## src/rtl/alpha_window_lifo.sv

```systemverilog
// alpha_window_lifo
// Captures a window of forward (alpha) state metrics from a trellis decoder and
// hands them back in reverse order to the LLR stage. Each entry stores the 7
// non-zero-state metrics plus the Razor timing-error tag seen with them.
//
// The block alternates between two phases:
//   FILL  : every alpha_valid writes one entry. The window closes when W entries
//           are stored or a write carries alpha_last.
//   DRAIN : each rd_req pops the newest entry onto alpha_out one cycle later.
//           The pop that empties the store returns the block to FILL.
//
// Ports
//   clk             rising-edge clock
//   rst             synchronous active-high reset
//   alpha_in        7 x M signed metrics, state s at bits [(s-1)*M +: M], s = 1..7
//   alpha_valid     alpha_in / err_in valid
//   alpha_last      final step of a short window (qualified by alpha_valid)
//   err_in          Razor timing-error flag aligned with alpha_in
//   rd_req          downstream request for the next stored vector
//   alpha_out       stored vector, reverse write order (holds between reads)
//   alpha_out_valid one-cycle strobe per accepted read
//   err_out         Razor tag stored with the vector on alpha_out
//   full            window captured, drain phase active
//   empty           no stored entries
//   overflow        sticky: a write arrived during DRAIN and was dropped
module alpha_window_lifo #(
  parameter int unsigned M = 6,
  parameter int unsigned W = 16
) (
  input  logic             clk,
  input  logic             rst,
  input  logic [7*M-1:0]   alpha_in,
  input  logic             alpha_valid,
  input  logic             alpha_last,
  input  logic             err_in,
  input  logic             rd_req,
  output logic [7*M-1:0]   alpha_out,
  output logic             alpha_out_valid,
  output logic             err_out,
  output logic             full,
  output logic             empty,
  output logic             overflow
);

  localparam int unsigned AW = $clog2(W);
  localparam int unsigned CW = AW + 1;
  localparam int unsigned EW = 7 * M + 1;

  localparam logic [CW-1:0] Depth = CW'(W);
  localparam logic [CW-1:0] One   = CW'(1);

  typedef enum logic [0:0] {
    StFill,
    StDrain
  } state_e;

  state_e        state_q, state_d;
  logic [CW-1:0] cnt_q, cnt_d;
  logic          ovf_q, ovf_d;

  logic          wr_en;
  logic          rd_en;
  logic [AW-1:0] wr_idx;
  logic [AW-1:0] rd_idx;
  logic [CW-1:0] cnt_inc;
  logic [CW-1:0] cnt_dec;

  // Storage has no reset: entries above cnt are never read, so stale contents
  // left by a reset are harmless until overwritten.
  logic [EW-1:0] mem_q [W];

  assign cnt_inc = cnt_q + One;
  assign cnt_dec = cnt_q - One;
  assign wr_idx  = cnt_q[AW-1:0];
  assign rd_idx  = cnt_dec[AW-1:0];

  always_comb begin
    state_d = state_q;
    cnt_d   = cnt_q;
    ovf_d   = ovf_q;
    wr_en   = 1'b0;
    rd_en   = 1'b0;

    unique case (state_q)
      StFill: begin
        // rd_req is ignored while filling; alpha_last alone is ignored too.
        if (alpha_valid) begin
          wr_en = 1'b1;
          cnt_d = cnt_inc;
          if ((cnt_inc == Depth) || alpha_last) begin
            state_d = StDrain;
          end
        end
      end
      StDrain: begin
        // Writes during drain are dropped, including one coinciding with the
        // final read; only the sticky flag records them.
        if (alpha_valid) begin
          ovf_d = 1'b1;
        end
        if (rd_req && (cnt_q != '0)) begin
          rd_en = 1'b1;
          cnt_d = cnt_dec;
          if (cnt_q == One) begin
            state_d = StFill;
          end
        end
      end
      default: begin
        state_d = StFill;
      end
    endcase
  end

  always_ff @(posedge clk) begin
    if (rst) begin
      state_q         <= StFill;
      cnt_q           <= '0;
      ovf_q           <= 1'b0;
      alpha_out       <= '0;
      err_out         <= 1'b0;
      alpha_out_valid <= 1'b0;
    end else begin
      state_q         <= state_d;
      cnt_q           <= cnt_d;
      ovf_q           <= ovf_d;
      alpha_out_valid <= rd_en;
      if (rd_en) begin
        {alpha_out, err_out} <= mem_q[rd_idx];
      end
    end
  end

  always_ff @(posedge clk) begin
    if (!rst && wr_en) begin
      mem_q[wr_idx] <= {alpha_in, err_in};
    end
  end

  assign full     = (state_q == StDrain);
  assign empty    = (cnt_q == '0);
  assign overflow = ovf_q;

endmodule

```

## config.mk

```make
export PLATFORM = sky130hd
export DESIGN_NAME = alpha_window_lifo
export DESIGN_NICKNAME = d
export VERILOG_FILES = /design/src/rtl/alpha_window_lifo.sv
export SDC_FILE = /design/constraint.sdc
export NUM_CORES = 1
export LEC_CHECK = 0
export BUFFER_PORTS_ARGS = -buffer_cell sky130_fd_sc_hd__clkbuf_2
export CORE_ASPECT_RATIO = 0.5
export CORE_MARGIN = 1.5
export CORE_UTILIZATION = 55
export DETAILED_ROUTE_END_ITERATION = 10
export PLACE_DENSITY = 0.75
export RECOVER_POWER = 50
export SYNTH_ARGS = -nofsm -noshare
export SYNTH_HDL_FRONTEND = slang
export SYNTH_SLANG_ARGS = --single-unit
export TNS_END_PERCENT = 20
```

## constraint.sdc

```tcl
create_clock -name clk -period 3.75 [get_ports clk]
set_input_delay 0.375 -clock clk [delete_from_list [all_inputs] [get_ports clk]]
set_output_delay 0.375 -clock clk [all_outputs]
set_load 0.005 [all_outputs]
```

Word-level counts from Yosys, hierarchy flattened --
Memories as Yosys holds them, arrays and structs flattened. A register that Yosys moved wholly into a read port is not among the register bits. Index checks and enable logic that the tools add are counted.
Storage, ports and cells: bits in registers 8, latch bits 0, RAM bits 688, bits in read-only memories 0, output and inout port bits 47, word-level logic and storage cells 34, memories kept 1
Cells by class: $add $sub $neg 2, $mul 0, divide/modulo/power cells 0, order comparisons 0, equal/unequal tests 4, shift-type cells 0, muxes and demuxes 14, bitwise operators 1, reductions and logical operators 8
Memory list:
- mem_q | words 16, width 43, read ports 1, clocked after memory_dff 1, write ports 1, line 70 | logic [EW-1:0] mem_q [W];
Operator list (count):
- two-way mux 1 bit | 10
- two-way mux 5 bit | 2
- one-hot mux 5 bit (2 select lines) | 1
- adder 5 x 1 -> 5 bit (second input constant) | 1
- equality test 5 x 1 -> 1 bit (second input constant) | 1
- equality test 5 bit (second input constant) | 1
- logical NOT 5 bit | 1
- nonzero test 5 bit | 1
- subtractor 5 x 1 -> 5 bit (second input constant) | 1
- AND reduction 2 bit | 2
- logical AND 1 bit | 2
- != test 2 x 1 -> 1 bit (second input constant) | 1
- != test 2 bit (second input constant) | 1
- one-hot mux 1 bit (2 select lines) | 1
- logical NOT 1 bit | 1
- logical OR 1 bit | 1
- NOT 1 bit | 1

Depth between registers and ports, before layout --
Gate-level depths: netlist of run 1.
depth in word-level cells 6, gate-level depth with buffers 12

Worst setup path before layout of run 1 --
Ideal clock, no wire load.
path kind register -> register, start point register cnt_q[0], end point memory mem_q[0][0] (netlist name) (enable), setup time 0.444 ns, arrival 3.125 ns, required time 3.306 ns, path slack 0.181 ns, stages on the path, launching flop included 8, path buffers 3, clock period less this slack 3.569 ns, path through dfxtp_1 > buf_6 > buf_8 > buf_6 > inv_1 > ha_1 > nand3b_1 > nor2_1
RTL lines:
- start: declaration | line 58 | logic [CW-1:0] cnt_q, cnt_d;
- start signal: assignment | line 125 | cnt_q <= cnt_d;
- end: declaration | line 70
No word-level cell before the write port.

Final worst setup path of run 1 --
start point register cnt_q[0], end point memory mem_q[1][39] (netlist name) (enable)
No word-level cell before the write port.

==> flow_metrics.env, run 1 <==
export IMPL_holdPathEnd="overflow$_SDFFE_PP0P_"
export IMPL_synth_area_mm2=0.0279
export IMPL_r2r_cells=5
export IMPL_min_period_ns=2.84
export IMPL_antenna_found_initial=0
export IMPL_ios=95
export IMPL_grt_overflow=0
export IMPL_clockBufferDepth=3
export IMPL_rows=58
export IMPL_grt_pass1_vias=14500
export IMPL_ctsHoldBuffers=0
export IMPL_utilization_pct=62.6
export IMPL_worstMarginPinSlew_ns=0.912
export IMPL_die_area_mm2=0.0522
export IMPL_cts_sinks=739
export IMPL_power_density_mw_per_mm2=571
export IMPL_timing_rr_start="cnt_q[0]$_SDFFE_PP0P_"
export IMPL_whs_ns=0.0645
export IMPL_start_kind="register"
export IMPL_cts_setup_buffers=0
export IMPL_final_cells=2239
export IMPL_hp_start="alpha_valid"
export IMPL_ir_drop_mv=0.378
export IMPL_p_sw_share_pct=23.5
export IMPL_setup_violations_final=0
export IMPL_synth_area_per_cell_um2=20.4
export IMPL_htreeDepth=3
export IMPL_die_h_um=162
export IMPL_power_share_clock_pct=36.0
export IMPL_drcViolationCount=0
export IMPL_status="finished clean"
export IMPL_ys_seq_area_share_pct=77.6
export IMPL_post_cts_resized=0
export IMPL_yosys_register_bits=739
export IMPL_final_cell_mix="688 x edfxtp_1, 179 x nand2_1, 170 x mux4_2, 92 x a21oi_1, 82 x clkbuf_1"
export IMPL_mostFrequentLayoutCell="edfxtp_1"
export IMPL_gp_congestion=0.793
export IMPL_totalWireLength_um=58500
export IMPL_p_comb_share_pct=12.7
export IMPL_relSlewSlack_pct=39.2
export IMPL_routed_via_density=6.13
export IMPL_portBuffers=94
export IMPL_fin_crit_sh_pct=75.8
export IMPL_drt_iter0_markers=1441
export IMPL_r2r_end="mem_q[1][39]$_DFFE_PP_"
export IMPL_rrSetupSlack_ns=0.91
export IMPL_ant_nets=0
export IMPL_drive_gt1_share_pct=22.9
export IMPL_first_pass_iters=5
export IMPL_grt_pass1_wl_um=88400
export IMPL_endpoint_kind="register"
export IMPL_numPlacedInstances=2121
export IMPL_hpwl_um=30100
export IMPL_root_buffer="clkbuf_16"
export IMPL_maxSlewViolCount=0
export IMPL_maxCapViolCount=0
export IMPL_crit_fanout=105
export IMPL_syn_to_final_growth_pct=12.5
export IMPL_cts_tree="built"
export IMPL_skew_ns=0.0130
export IMPL_cp_required_ns=3.95
export IMPL_initial_utilization_pct=55.6
export IMPL_holdPathStages=3
export IMPL_tns_ns=0
export IMPL_rsz0062_at_grt="false"
export IMPL_finalHoldViolations=0
export IMPL_synthesis_nets=1424
export IMPL_critPathArrivalTime_ns=3.05
export IMPL_clk_pin_slew_ns=0.06
export IMPL_nets=1552
export IMPL_path_class="register to register"
export IMPL_internal_power_uw=13700
export IMPL_seqPwrFrac_pct=51.3
export IMPL_yosysWarnings=0
export IMPL_hp_class="input port to register"
export IMPL_syn_inst=1371
export IMPL_fmax_ghz=0.352
export IMPL_ys_types=37
export IMPL_core_area_mm2=0.0502
export IMPL_dieWidth_um=322
export IMPL_cts_buffers=66
export IMPL_num_vias=13700
export IMPL_power_net_switching_uw=4210
export IMPL_p_leak_uw=0.0102
export IMPL_wl_per_cell_um=26.1
export IMPL_clock_latency_ns=0.58
export IMPL_grt_max_degree=106
export IMPL_grt_usage_pct=23.1
[cells in the mapped netlist, drive strengths merged]
cell,n,area (um2)
xnor2,3,26.3
nand2,180,676
nand2b,5,31.3
nand3,2,10.0
clkbuf,27,105
a21boi,1,7.51
or3,1,6.26
or3b,1,8.76
dfxtp,51,1020
nor4b,1,23.8
a22oi,1,7.51
nor3,3,15.0
a21oi,92,460
o41ai,1,8.76
or4,1,7.51
ha,5,62.6
or2,1,6.26
xor2,2,17.5
nor2,28,108
buf,48,329
mux4,172,3880
o21ai,5,25.0
a211oi,1,7.51
a211o,43,377
edfxtp,688,20700
nor2b,2,12.5
o22ai,2,12.5
inv,3,11.3
nand3b,1,7.51
[kinds of logic (layout without fill, tap and decap cells)]
family / after synthesis / after routing / synth area share (%)
xor+xnor: 5 / 5 / 0.157
buf+inv: 78 / 255 / 1.59
compound gates: 146 / 146 / 3.24
mux: 172 / 172 / 13.9
flops: 739 / 739 / 77.6
other cells: 0 / 1 / 0
fa+ha+maj: 5 / 5 / 0.224
simple gates: 226 / 226 / 3.27
[worst max path at each step]
stage,startpoint,end,slack (ns),cells after the start
finish,cnt_q[0]$_SDFFE_PP0P_,mem_q[1][39]$_DFFE_PP_,0.91,5
floorplan,cnt_q[0]$_SDFFE_PP0P_,mem_q[0][0]$_DFFE_PP_,0.18,7
global route,cnt_q[0]$_SDFFE_PP0P_,mem_q[1][39]$_DFFE_PP_,0.72,5
global placement,cnt_q[0]$_SDFFE_PP0P_,mem_q[1][10]$_DFFE_PP_,0.94,5
CTS,cnt_q[0]$_SDFFE_PP0P_,mem_q[1][0]$_DFFE_PP_,0.91,5
detailed placement,cnt_q[0]$_SDFFE_PP0P_,mem_q[1][38]$_DFFE_PP_,0.88,5
[layer usage]
| layer | share of wire, % | track usage, % | vias to the layer above |
|---|---|---|---|
| met5 | 0 | 0 | - |
| met4 | 2.8 | 7.61 | 0 |
| met3 | 6.7 | 4.05 | 118 |
| met2 | 51 | 39.9 | 613 |
| met1 | 39 | 30.2 | 7192 |
| li1 | - | - | 5805 |
[power groups by stage]
stage                     Sequential [uW]  Clock (uW)  Combinational (uW)
after floorplan                      9350           0                1670
after global placement               9360           0                2240
after detailed placement             9370           0                2300
after CTS                            9200        6520                2320
after global routing                 9200        6830                2450
final                                9200        6450                2280
[sequential cells by signal (all words and copies together) (netlist names)]
signal,cells
overflow,1
alpha_out_valid,1
alpha_out,42
cnt_q,5
full,1
err_out,1
mem_q,688
[per-stage QoR]
step	total power [uW]	setup slack, ns	area (um2)
after floorplan	11000	0.181	27900
after global placement	11600	0.940	29500
after detailed placement	11700	0.883	29500
after CTS	18000	0.906	31500
after global routing	18500	0.721	31400
final	17900	0.906	31400
[worst max-delay path, stage by stage (launching register included)]
cell and delay (ns):
dfxtp_4 0.39, buf_12 0.59, ha_1 0.31, nand2_1 0.24, nor2_4 0.17, buf_4 0.66
[area by class of cell]
| class | count | area (um2) |
|---|---|---|
| Clock inverter | 27 | 193 |
| Antenna cell | 1 | 2.50 |
| Timing Repair Buffer | 135 | 846 |
| Clock buffer | 90 | 1860 |
| Inverter | 3 | 11.3 |
| Multi-Input combinational cell | 554 | 5960 |
| Fill cell | 3248 | 18800 |
| Sequential cell | 739 | 21700 |
| Tap cell | 690 | 863 |
No activity file was read; power rests on OpenSTA's default activity.
==> run 2: changes to the inputs <==
--- a/config.mk
+++ b/config.mk
@@ -5,12 +5,13 @@
 export SDC_FILE = /design/constraint.sdc
 export NUM_CORES = 1
 export LEC_CHECK = 0
+export ABC_AREA = 1
 export BUFFER_PORTS_ARGS = -buffer_cell sky130_fd_sc_hd__clkbuf_2
 export CORE_ASPECT_RATIO = 0.5
 export CORE_MARGIN = 1.5
-export CORE_UTILIZATION = 55
+export CORE_UTILIZATION = 56
 export DETAILED_ROUTE_END_ITERATION = 10
-export PLACE_DENSITY = 0.75
+export PLACE_DENSITY = 0.76
 export RECOVER_POWER = 50
 export SYNTH_ARGS = -nofsm -noshare
 export SYNTH_HDL_FRONTEND = slang
==> constraint.sdc (replaced) <==
create_clock -name clk -period 2.6 [get_ports clk]
set_input_delay 0.26 -clock clk [delete_from_list [all_inputs] [get_ports clk]]
set_output_delay 0.26 -clock clk [all_outputs]
set_load 0.005 [all_outputs]
==> run 2 against run 1 <==
Against the previous run: cell area is 5.9% higher; sequential cell count stayed put; core utilization is 1.2 points higher; critical path depth is 7 higher; via count is 43% higher; critical endpoint is now alpha_out[26]$_SDFFE_PP0P_.
==> flow_metrics.env, run 2 <==
export IMPL_cts_tree="built"
export IMPL_path_class="register to register"
export IMPL_antenna_cells=0
export IMPL_mostFrequentLayoutCell="nand2_1"
export IMPL_ys_types=25
export IMPL_syn_to_final_growth_pct=12.0
export IMPL_synth_ff_type="edfxtp_1"
export IMPL_yosys_register_bits=739
export IMPL_root_buffer="clkbuf_16"
export IMPL_tns_ns=0
export IMPL_ios=95
export IMPL_ys_seq_area_share_pct=73.0
export IMPL_ctsHoldBuffers=4
export IMPL_timing_rr_start="cnt_q[1]$_SDFFE_PP0P_"
export IMPL_grt_max_degree=206
export IMPL_maxCapViolCount=0
export IMPL_gp_congestion=0.842
export IMPL_post_cts_resized=0
export IMPL_reg_top3="mem_q (688), alpha_out (42), cnt_q (5)"
export IMPL_synth_area_mm2=0.0297
export IMPL_synthesis_nets=2597
export IMPL_synth_top_area_share_pct=69.5
export IMPL_clockBufferDepth=3
export IMPL_cts_setup_buffers=0
export IMPL_rows=59
export IMPL_dieWidth_um=329
export IMPL_cpPeakStageDelay_ns=0.43
export IMPL_yosysWarnings=0
export IMPL_grt_pass1_wl_um=110000
export IMPL_largest_reg_flops=688
export IMPL_synth_area_per_cell_um2=11.7
export IMPL_grt_overflow=0
export IMPL_cp_slowest_cell="dfxtp_1"
export IMPL_final_cells=3362
export IMPL_critPathCapture="alpha_out[26]$_SDFFE_PP0P_"
export IMPL_drive_gt1_share_pct=7.82
export IMPL_async_reset_ff_share_pct=0
export IMPL_clk_pin_slew_ns=0.06
export IMPL_cts_buffers=67
export IMPL_die_area_mm2=0.0545
export IMPL_crit_fanout=28
export IMPL_worstMarginPinSlew_ns=1.13
export IMPL_fmax_ghz=0.440
export IMPL_r2r_cells=12
export IMPL_yosys_area_top_type="edfxtp_1"
export IMPL_r2r_end="alpha_out[26]$_SDFFE_PP0P_"
export IMPL_rrSetupSlack_ns=0.33
export IMPL_synth_top_cells_by_count="929 x nand2_1, 688 x edfxtp_1, 563 x nand3_1, 62 x buf_2, 53 x inv_1"
export IMPL_totalWireLength_um=71200
export IMPL_power_density_mw_per_mm2=813
export IMPL_cp_required_ns=3.13
export IMPL_setup_violations_final=0
export IMPL_die_h_um=166
export IMPL_fin_crit_sh_pct=87.5
export IMPL_initial_utilization_pct=56.9
export IMPL_first_pass_iters=6
export IMPL_startpoint="cnt_q[1]$_SDFFE_PP0P_"
export IMPL_num_vias=19600
export IMPL_largest_register="mem_q"
export IMPL_maxSlewViolCount=0
export IMPL_cts_sinks=739
export IMPL_grt_usage_pct=26.2
export IMPL_post_synth_top_count_cell="nand2_1"
export IMPL_syn_inst=2544
export IMPL_core_area_mm2=0.0522
export IMPL_path_cells="inv_1 -> ha_4 -> inv_2 -> nand2_1 -> nand2_4 -> buf_12 -> nand3_1 -> nand2_1 -> nand2_1 -> nand3_1 -> nand2_1 -> inv_1"
export IMPL_critPathMostFrequentCell="nand2_1"
export IMPL_rsz0062_at_grt="false"
export IMPL_numPlacedInstances=3238
export IMPL_endpoint_kind="register"
export IMPL_relSlewSlack_pct=24.4
export IMPL_critPathArrivalTime_ns=2.80
export IMPL_nets=2663
export IMPL_grt_pass1_vias=19100
export IMPL_hp_class="input port to register"
export IMPL_wl_per_cell_um=21.2
export IMPL_routed_via_density=5.84
export IMPL_final_cell_mix="929 x nand2_1, 688 x edfxtp_1, 563 x nand3_1, 90 x clkbuf_1, 69 x clkbuf_16"
export IMPL_htreeDepth=3
export IMPL_hpwl_um=36000
export IMPL_finalHoldViolations=0
export IMPL_clock_latency_ns=0.59
export IMPL_min_period_ns=2.27
export IMPL_antenna_found_initial=0
export IMPL_start_kind="register"
export IMPL_skew_ns=0.0224
export IMPL_synth_edf_count=688
export IMPL_synth_area_top_cells="edfxtp_1 70%, nand2_1 12%, nand3_1 9.5%, dfxtp_1 3.4%, o21a_1 1.1%"
export IMPL_portBuffers=94
export IMPL_fillerInstances=3710
export IMPL_ir_drop_mv=0.451
export IMPL_status="finished clean"
export IMPL_drcViolationCount=0
export IMPL_p_leak_uw=0.0122
export IMPL_ant_nets=0
export IMPL_drt_iter0_markers=2743
-- run 2: changes by cell type after synthesis, moves of 40 or more --
cell,change
nand2_1,+749
buf_2,+40
a21oi_1,-88
o21a_1,+43
nand3_1,+561
inv_1,+50
mux4_2,-170
a211o_1,-43
-- run 2: cell families after synthesis --
group / share of synthesized area (%)
muxes: 0.0379
and+or+nand+nor: 21.8
buffers and inverters: 3.56
DFF: 73.0
adders and majority gates: 0.211
AOI/OAI and AO/OA: 1.28
xor gates and xnor gates: 0.122
-- run 2: routing by layer --
| layer | vias to the layer above | routed length [um] | global-route usage [%] |
|---|---|---|---|
| li1 | 8978 | - | - |
| met1 | 9416 | 28100 | 36.1 |
| met2 | 1086 | 34500 | 43.1 |
| met3 | 152 | 6670 | 4.30 |
| met4 | 0 | 1910 | 8.13 |
| met5 | - | 0 | 0 |
-- run 2: final cells by class --
type / count / area [um2] / area share (%)
Sequential cell: 739 / 21700 / 65.2
Multi-Input combinational cell: 1588 / 7140 / 21.5
Clock buffer: 99 / 1890 / 5.68
Timing Repair Buffer: 154 / 1230 / 3.71
Tap cell: 701 / 877 / 2.64
Inverter: 60 / 239 / 0.718
Clock inverter: 21 / 210 / 0.632
-- run 2: per-stage QoR --
| step | area, um2 | power (uW) | hold WS (ns) | worst slack, ns | utilization, % |
|---|---|---|---|---|---|
| 2_1_floorplan | 29800 | 16200 | 0.329 | -0.535 | - |
| 3_3_place_gp | 31200 | 17500 | 0.447 | 0.489 | 59.8 |
| 3_5_place_dp | 31200 | 17600 | 0.471 | 0.389 | 59.8 |
| 4_1_cts | 33400 | 27100 | 0.0525 | 0.346 | 63.9 |
| 5_1_grt | 33300 | 28000 | 0.114 | 0.215 | 63.7 |
| 6_report | 33300 | 27000 | 0.104 | 0.325 | 63.7 |
-- run 2: worst min-delay path by stage --
| stage | start | to | slack, ns | cells after the start |
|---|---|---|---|---|
| final | alpha_valid | full$_SDFF_PP0_ | 0.10 | 5 |
| after floorplan | rst | full$_SDFF_PP0_ | 0.33 | 1 |
| after global routing | alpha_valid | full$_SDFF_PP0_ | 0.11 | 5 |
| after detailed placement | overflow$_SDFFE_PP0P_ | overflow$_SDFFE_PP0P_ | 0.47 | 2 |
| after global placement | overflow$_SDFFE_PP0P_ | overflow$_SDFFE_PP0P_ | 0.45 | 2 |
| after CTS | alpha_in[24] | mem_q[5][25]$_DFFE_PP_ | 0.05 | 1 |
-- run 2: worst max-delay path, delay by kind of cell (launching register included) --
family / cells / cell delay (ns)
AND/OR/NAND/NOR: 7 / 0.94
buffers and inverters: 4 / 0.61
flip-flops: 1 / 0.43
adder cells (fa/ha/maj): 1 / 0.21
-- run 2: where the power goes --
group / leakage (uW) / total [uW] / internal (uW) / switching, uW
Clock: 0.00103 / 9610 / 5450 / 4160
Sequential: 0.00661 / 13300 / 13200 / 85.4
Combinational: 0.00459 / 4180 / 1260 / 2910
Total: 0.0122 / 27000 / 19900 / 7160
